## config.mk

```make
export PLATFORM = sky130hd
export DESIGN_NAME = serial_div16_flat
export DESIGN_NICKNAME = d
export VERILOG_FILES = /design/src/rtl/serial_arith_pkg.sv /design/src/rtl/serial_div16_if.sv /design/src/rtl/serial_div16_div_step.sv /design/src/rtl/serial_div16.sv /design/src/flat_wrapper.sv
export SDC_FILE = /design/constraint.sdc
export NUM_CORES = 1
export LEC_CHECK = 0
export BUFFER_PORTS_ARGS = -buffer_cell sky130_fd_sc_hd__buf_4
export CELL_PAD_IN_SITES_DETAIL_PLACEMENT = 0
export CELL_PAD_IN_SITES_GLOBAL_PLACEMENT = 1
export CORE_UTILIZATION = 49
export CTS_BUF_LIST = sky130_fd_sc_hd__clkbuf_4 sky130_fd_sc_hd__clkbuf_8 sky130_fd_sc_hd__clkbuf_16
export DETAILED_ROUTE_END_ITERATION = 10
export PLACE_DENSITY = 0.95
export SLEW_MARGIN = 25
export SYNTH_ARGS = -nofsm -noshare
export SYNTH_HDL_FRONTEND = slang
export SYNTH_HIERARCHICAL = 1
export SYNTH_SLANG_ARGS = --single-unit
```

## constraint.sdc

```tcl
create_clock -name clk -period 8.6 [get_ports clk]
set_clock_uncertainty 0.05 [all_clocks]
set_input_delay 0.43 -clock clk [delete_from_list [all_inputs] [get_ports clk]]
set_output_delay 0.43 -clock clk [all_outputs]
set_load 0.01 [all_outputs]
```

## src/rtl/serial_arith_pkg.sv

```systemverilog
// serial_arith_pkg: shared widths and FSM state encoding for the serial arithmetic datapath.
package serial_arith_pkg;
   localparam int SER_WIDTH    = 16;
   localparam int SER_DIV_BITS = 32;
   typedef enum logic {DIV_IDLE, DIV_RUN} div_state_e;
endpackage

```

## src/rtl/serial_div16_if.sv

```systemverilog
// serial_div16_if: frame control, serial dividend/quotient and parallel remainder bundle.
interface serial_div16_if import serial_arith_pkg::*; #(parameter int WIDTH = SER_WIDTH);
   logic             start;
   logic [WIDTH-1:0] divisor;
   logic             din;
   logic             din_valid;
   logic             dout;
   logic             dout_valid;
   logic [WIDTH-1:0] remainder;
   logic             rem_valid;
   logic             busy;
   logic             div_zero;
   modport master (output start, divisor, din, din_valid,
                   input dout, dout_valid, remainder, rem_valid, busy, div_zero);
   modport slave (input start, divisor, din, din_valid,
                  output dout, dout_valid, remainder, rem_valid, busy, div_zero);
endinterface

```

## src/rtl/serial_div16_div_step.sv

```systemverilog
// div_step: one restoring-division step, shifting a dividend bit into the partial remainder.
module div_step #(parameter int WIDTH = 16) (
   input  logic [WIDTH-1:0] rem_i,
   input  logic             bit_i,
   input  logic [WIDTH-1:0] dsr_i,
   output logic             q_o,
   output logic [WIDTH-1:0] rem_next_o
);
   logic [WIDTH:0]   p;
   logic [WIDTH-1:0] diff;
   assign p    = {rem_i, bit_i};
   // rem_i < dsr_i keeps the true difference inside WIDTH bits
   assign diff = p[WIDTH-1:0] - dsr_i;
   assign q_o  = p >= {1'b0, dsr_i};
   assign rem_next_o = q_o ? diff : p[WIDTH-1:0];
endmodule

```

## src/rtl/serial_div16.sv

```systemverilog
// serial_div16: bit-serial restoring divider, MSB-first dividend in, MSB-first quotient out.
module serial_div16 import serial_arith_pkg::*; #(
   parameter int WIDTH    = SER_WIDTH,
   parameter int DIV_BITS = SER_DIV_BITS
) (
   input logic           clk,
   input logic           rst_n,
   serial_div16_if.slave bus
);
   localparam int CNT_W = $clog2(DIV_BITS + 1);
   div_state_e       state_q, state_d;
   logic [CNT_W-1:0] cnt_q;
   logic [WIDTH-1:0] rem_q, dsr_q, remainder_q, rem_next;
   logic             dout_q, dout_valid_q, rem_valid_q, div_zero_q, busy;
   logic             q, accept, last;
   // start always wins over a coincident dividend bit
   assign accept = (state_q == DIV_RUN) && bus.din_valid && !bus.start;
   assign last   = cnt_q == CNT_W'(DIV_BITS - 1);
   div_step #(.WIDTH(WIDTH)) u_step (
      .rem_i(rem_q), .bit_i(bus.din), .dsr_i(dsr_q), .q_o(q), .rem_next_o(rem_next)
   );
   always_ff @(posedge clk or negedge rst_n)
      if (!rst_n) state_q <= DIV_IDLE;
      else        state_q <= state_d;
   always_comb
      state_d = bus.start ? DIV_RUN : (accept && last) ? DIV_IDLE : state_q;
   always_comb
      busy = state_q == DIV_RUN;
   always_ff @(posedge clk or negedge rst_n)
      if (!rst_n) begin
         cnt_q        <= '0;
         rem_q        <= '0;
         dsr_q        <= '0;
         remainder_q  <= '0;
         dout_q       <= 1'b0;
         dout_valid_q <= 1'b0;
         rem_valid_q  <= 1'b0;
         div_zero_q   <= 1'b0;
      end else begin
         dout_valid_q <= accept;
         rem_valid_q  <= accept && last;
         if (bus.start) begin
            dsr_q      <= bus.divisor;
            rem_q      <= '0;
            cnt_q      <= '0;
            div_zero_q <= bus.divisor == '0;
         end else if (accept) begin
            dout_q <= q;
            rem_q  <= rem_next;
            cnt_q  <= cnt_q + 1'b1;
            if (last) remainder_q <= rem_next;
         end
      end
   assign bus.dout       = dout_q;
   assign bus.dout_valid = dout_valid_q;
   assign bus.remainder  = remainder_q;
   assign bus.rem_valid  = rem_valid_q;
   assign bus.busy       = busy;
   assign bus.div_zero   = div_zero_q;
endmodule

```

## src/flat_wrapper.sv

```systemverilog
// flat-port wrapper written by rule: the top's interface ports become plain ports
module serial_div16_flat import serial_arith_pkg::*;
#(
   parameter int WIDTH    = SER_WIDTH,
   parameter int DIV_BITS = SER_DIV_BITS
)
  (clk, rst_n, bus_start, bus_divisor, bus_din, bus_din_valid, bus_dout, bus_dout_valid, bus_remainder, bus_rem_valid, bus_busy, bus_div_zero);
  serial_div16_if #(.WIDTH(WIDTH)) bus_i ();
  input logic clk;
  input logic rst_n;
  input wire logic [$bits(bus_i.start)-1:0] bus_start;
  input wire logic [$bits(bus_i.divisor)-1:0] bus_divisor;
  input wire logic [$bits(bus_i.din)-1:0] bus_din;
  input wire logic [$bits(bus_i.din_valid)-1:0] bus_din_valid;
  output wire logic [$bits(bus_i.dout)-1:0] bus_dout;
  output wire logic [$bits(bus_i.dout_valid)-1:0] bus_dout_valid;
  output wire logic [$bits(bus_i.remainder)-1:0] bus_remainder;
  output wire logic [$bits(bus_i.rem_valid)-1:0] bus_rem_valid;
  output wire logic [$bits(bus_i.busy)-1:0] bus_busy;
  output wire logic [$bits(bus_i.div_zero)-1:0] bus_div_zero;
  assign bus_i.start = bus_start;
  assign bus_i.divisor = bus_divisor;
  assign bus_i.din = bus_din;
  assign bus_i.din_valid = bus_din_valid;
  assign bus_dout = bus_i.dout;
  assign bus_dout_valid = bus_i.dout_valid;
  assign bus_remainder = bus_i.remainder;
  assign bus_rem_valid = bus_i.rem_valid;
  assign bus_busy = bus_i.busy;
  assign bus_div_zero = bus_i.div_zero;
  serial_div16 #(.WIDTH(WIDTH), .DIV_BITS(DIV_BITS)) u_core (.clk(clk), .rst_n(rst_n), .bus(bus_i));
endmodule
```

# [Word-level counts from Yosys, hierarchy flattened]
# Index checks and enable logic that the tools add are counted.
[op_classes] n_mux=7 n_shift=0 n_eq_ne=1 reduce_logical=9 n_mul=0 bitwise=1 n_div=0 magnitude_cmp=1 addsub=2
[op_table] cell="$mux 16" n=3
[op_table] cell="$ge 17x16->1" n=1
[op_table] cell="$logic_not 16->1" n=1
[op_table] cell="$sub 16x16->16" n=1
[op_table] cell="$mux 6" n=2
[op_table] cell="$add 6x1->6 const B" n=1
[op_table] cell="$eq 6x5->1 const B" n=1
[op_table] cell="$reduce_bool 2->1" n=2
[op_table] cell="$logic_and 1x1->1" n=3
[op_table] cell="$reduce_and 3->1" n=1
[op_table] cell="$mux 1" n=2
[op_table] cell="$reduce_and 2->1" n=1
[op_table] cell="$logic_not 1->1" n=1
[op_table] cell="$not 1->1" n=1
[totals] ff_bits=59 word_cells=30 mem_count=0 output_inout_bits=21 latchBits=0 mem_bits_ro=0 ramBits=0

# [Depth between registers and ports, before layout]
[logic_depth] word_depth=5 depth_mapped=13 depth_no_buf=11

# [Cells and area by module]
# The synthesis kept the hierarchy.
[modules_own_cells] module="serial_div16" seq_area_each_um2=1476.4 cells_each=187 instances=1 area_per_inst_um2=2333.5
[modules_own_cells] module="div_step" seq_area_each_um2=0.0 cells_each=156 instances=1 area_per_inst_um2=1164.9

# [Worst setup path before layout]
# OpenSTA, ideal clock, no wires.
[synth_path] path_type="reg-to-reg" start="reg u_core.rem_q[13]" end="reg u_core.remainder_q[10], in the netlist u_core/bus.remainder[10]" n_path_buf=2 path_slack_ns=5.864 path_stages_with_launch=12 setup_ns=0.125 arrival_ns=2.561 cell_sequence="dfrtp_1 > ha_1 > buf_6 > a21o_1 > a211o_1 > a41o_1 > a31oi_4 > o21a_4 > inv_4 > buf_12 > mux2_4 > mux2_2"
[synth_between] elab_chain_len=2
[synth_lines] item="start, declared" line_no="serial_div16.sv:13" source="logic [WIDTH-1:0] rem_q, dsr_q, remainder_q, rem_next;"
[synth_lines] item="start signal, assigned" line_no="serial_div16.sv:49" source="rem_q <= rem_next;"
[synth_lines] item="$ge 17x16->1" line_no="serial_div16_div_step.sv:14" source="assign q_o = p >= {1'b0, dsr_i};"
[synth_lines] item="net u_core.q" line_no="serial_div16.sv:15" source="logic q, accept, last;"
[synth_lines] item="$mux 16" line_no="serial_div16_div_step.sv:15" source="assign rem_next_o = q_o ? diff : p[WIDTH-1:0];"
[synth_lines] item="net u_core.rem_next[10]" line_no="serial_div16.sv:13"
[synth_lines] item="end signal, assigned" line_no="serial_div16.sv:51" source="if (last) remainder_q <= rem_next;"
[synth_lines] item="end, declared" line_no="serial_div16.sv:13"
# The timed path passes the listed nets, and every way through them passes these cells.
# A chain may end at the register's enable or synchronous reset.

# [Final worst setup path]
[layout_path] start="reg u_core.dsr_q[0]" end="reg u_core.remainder_q[14], in the netlist u_core/bus.remainder[14]"
[layout_between] elab_chain_len=2 elab_cells_between_ends=3
[layout_lines] item="start, declared" line_no="serial_div16.sv:13"
[layout_lines] item="start signal, assigned" line_no="serial_div16.sv:43" source="dsr_q <= bus.divisor;"
[layout_lines] item="$sub 16x16->16 or $ge 17x16->1 (tied branches)" line_no="serial_div16_div_step.sv:13, serial_div16_div_step.sv:14"
[layout_lines] item="$mux 16 *" line_no="serial_div16_div_step.sv:15"
[layout_lines] item="net u_core.rem_next[14]" line_no="serial_div16.sv:13"
# Mark *: on every way through the listed nets, which the timed path passes. The rest lies on a longest branch.

==> metrics.txt <==
PostCTS Resize Cnt 0; DRT iter0 DRCs 99; unique cell type count in the Yosys netlist 56; Final HPWL DP 5.41 mm; global-route wire length before repair 12.3 mm; FMAX 0.337 GHz; Post-Synthesis Cells 343; final worst path period share 34.5%; status finished, final reports clean; Slew HR 47.9%; post-synthesis sequential area ratio 42.2%; Port-buffer cells 41; count of final max-slew check failures 0; clock sink total 59; maxcap violations 0; hold_buf cts 0; syn_area_per_cell 10.2 sq um; fin crit period 2970 ps; Antenna Cells 0; drt via density 5.51; yosys warns 6; area leader, netlist dfrtp_1; Pleak 1.96 nW; setup TNS 0 ps; Residual DRC 0; Worst R2R Setup Slack 5630 ps; vias in the first global route 2,576; cell row count 30; TritonCTS clock tree done; WL/cell 15.6 um; worst-skew pair later-pin latency 340 ps; Final setup viols 0; slowest CP cell o41ai_1; Worst Hold Class in2async; num ports 42; Core ar. 6830 sq um; DIE HEIGHT 86.5 um; total die area 7480 sq um; Crit. End Element flop; layout cell share with drive strength beyond 1 28.1%; vias 2,643; largest family of logic cells by synthesized area multiplexers; Nets 419; final worst setup slack 5630 ps; mux share of post-synthesis cell area 16.2%; total gr overflow 0; GP Congestion 0.810; xor and xnor area share after synthesis 3.51%; synth top area cells dfrtp_1 (42%), mux2_2 (12%), ha_1 (6.1%); # H-tree levels 3; most common cell in the netlist dfrtp_1; crit-path cells ha_1, fa_1, o21ai_0, a221o_1, a31oi_1, and3b_1, o41ai_1, mux2_2; CTS Buf Count 9; Clock Tree Buf Depth 2; Worst-Margin Slew 782 ps; post-synth top area share 42.2%; synthesis-stage register bit count 59; Post-Synth Simple-Gate Area 12.6%; Routed WL 7.48 mm; FF-to-FF Start u_core/dsr_q[0]; Synth Area in Compound Gates 13.1%; top post-synthesis cells by count dfrtp_1 (59), nand2_1 (49), mux2_2 (37); Routed Antenna Nets 0; Synth Flop Type dfrtp_1; Post-CTS Setup Bufs 0; RR Endpoint u_core/bus.remainder[14]; final hold viol count 0; Total GRT Usage 21.8%; post-synthesis adder-cell area fraction 6.65%; P&R area growth vs syn 15.0%; Pwr per Cell Area 153 nW/um^2; largest net degree at the start of global routing 60; slowest stage delay, CP 590 ps; syn nets 382; chip width 86.5 um; filler cell count 590; CP Class reg2reg; WP data required 8820 ps; DR pass1 iterations 4; clock transition at the registers of the reported paths 70 ps; Root Buffer clkbuf_8; worst reg2reg path depth 8; Worst Path Arrival 3190 ps; post-place setup slack 5460 ps; startpoint types flop; post-synthesis cell area 3500 sq um; EDFF count, synth 0; RSZ-0062 raised after global routing no; Initial Utilization 51.2%; ys async rst share 100%; worst vdd ir 0.000100 V; Crit Path Max Fanout 4; initial antenna violation count 0
-- worst max path at each step --
stage                      from                       end  slack, ps  cells past startpoint
3_5_place_dp            bus_din  u_core/bus.remainder[14]       5460                     10
5_1_grt         u_core/dsr_q[0]          u_core/rem_q[14]       5520                      9
4_1_cts         u_core/dsr_q[0]  u_core/bus.remainder[14]       5600                      8
3_3_place_gp            bus_din  u_core/bus.remainder[14]       5400                     10
2_1_floorplan  u_core/rem_q[13]  u_core/bus.remainder[10]       5860                     11
6_report        u_core/dsr_q[0]  u_core/bus.remainder[14]       5630                      8
-- layout make-up --
type                            instances  area (sq um)  area share, %
Multi-Input combinational cell        241          1820           45.3
Sequential cell                        59          1480           36.7
Timing Repair Buffer                   42           315           7.84
Clock buffer                           10           131           3.27
Tap cell                               96           120           2.99
Inverter                               27           104           2.58
Clock inverter                          5          53.8           1.34
-- cell families after synthesis --
| family | after synthesis |
|---|---|
| and+or+nand+nor | 91 |
| muxes | 48 |
| buffers and inverters | 43 |
| xor gates and xnor gates | 14 |
| AOI/OAI and AO/OA | 70 |
| adders and majority gates | 18 |
| DFF | 59 |
-- cell usage in the layout, fill, tap and decap left out, types with 2 or more instances in the layout --
| master | count |
|---|---|
| nand4_1 | 3 |
| a21o_1 | 3 |
| o21ai_0 | 10 |
| xor2_1 | 5 |
| a31oi_1 | 3 |
| xnor2_1 | 9 |
| or3_1 | 3 |
| buf_4 | 42 |
| nor4_1 | 3 |
| mux2_2 | 37 |
| a41o_1 | 2 |
| and2_1 | 2 |
| mux2i_1 | 3 |
| clkbuf_8 | 9 |
| nor2_1 | 12 |
| inv_1 | 26 |
| clkinv_2 | 3 |
| a211o_1 | 2 |
| nand3_1 | 6 |
| dfrtp_1 | 59 |
| nand2_1 | 49 |
| ha_1 | 17 |
| o31ai_1 | 2 |
| a211oi_1 | 2 |
| mux2_4 | 8 |
| o21bai_1 | 4 |
| a21oi_1 | 30 |
| and3_1 | 2 |
-- where the power goes --
part	internal, mW	switching [mW]	leakage, nW
Clock	0.135	0.108	0.0997
Combinational	0.0334	0.0473	1.08
Sequential	0.287	0.00625	0.779
-- metal layers --
metal | up-vias | track usage, % | routed length [um]
met4 | 0 | 8.33 | 104
met1 | 1296 | 29.2 | 3440
met5 | - | 0 | 0
li1 | 1280 | - | -
met2 | 57 | 34.6 | 3630
met3 | 10 | 4.86 | 305
-- sequential cells by signal (all words and copies together), names as in the netlist --
| signal | flops |
|---|---|
| u_core/cnt_q | 6 |
| u_core/bus.rem_valid | 1 |
| u_core/bus.dout_valid | 1 |
| u_core/dsr_q | 16 |
| u_core/bus.div_zero | 1 |
| u_core/bus.dout | 1 |
| u_core/rem_q | 16 |
| u_core/bus.remainder | 16 |
| u_core/bus.busy | 1 |
-- critical path, delay by kind of cell (launching register included) --
family          cells  cell delay, ps
compound gates      4            1350
fa+ha+maj           2             620
flops               1             400
mux                 1             270
simple gates        1             230
-- stage by stage --
step                hold WS (ps)  utilization, %  area (sq um)  power [mW]  std cells
floorplan                   84.4               -          3500       0.352        343
global placement             442            56.2          3840       0.377        465
detailed placement           446            56.2          3840       0.378        465
CTS                          123            58.9          4020       0.623        480
global route                 160            58.9          4020       0.643        480
finish                      98.5            58.9          4020       0.617        480
Power figures use the tool's default switching activity.
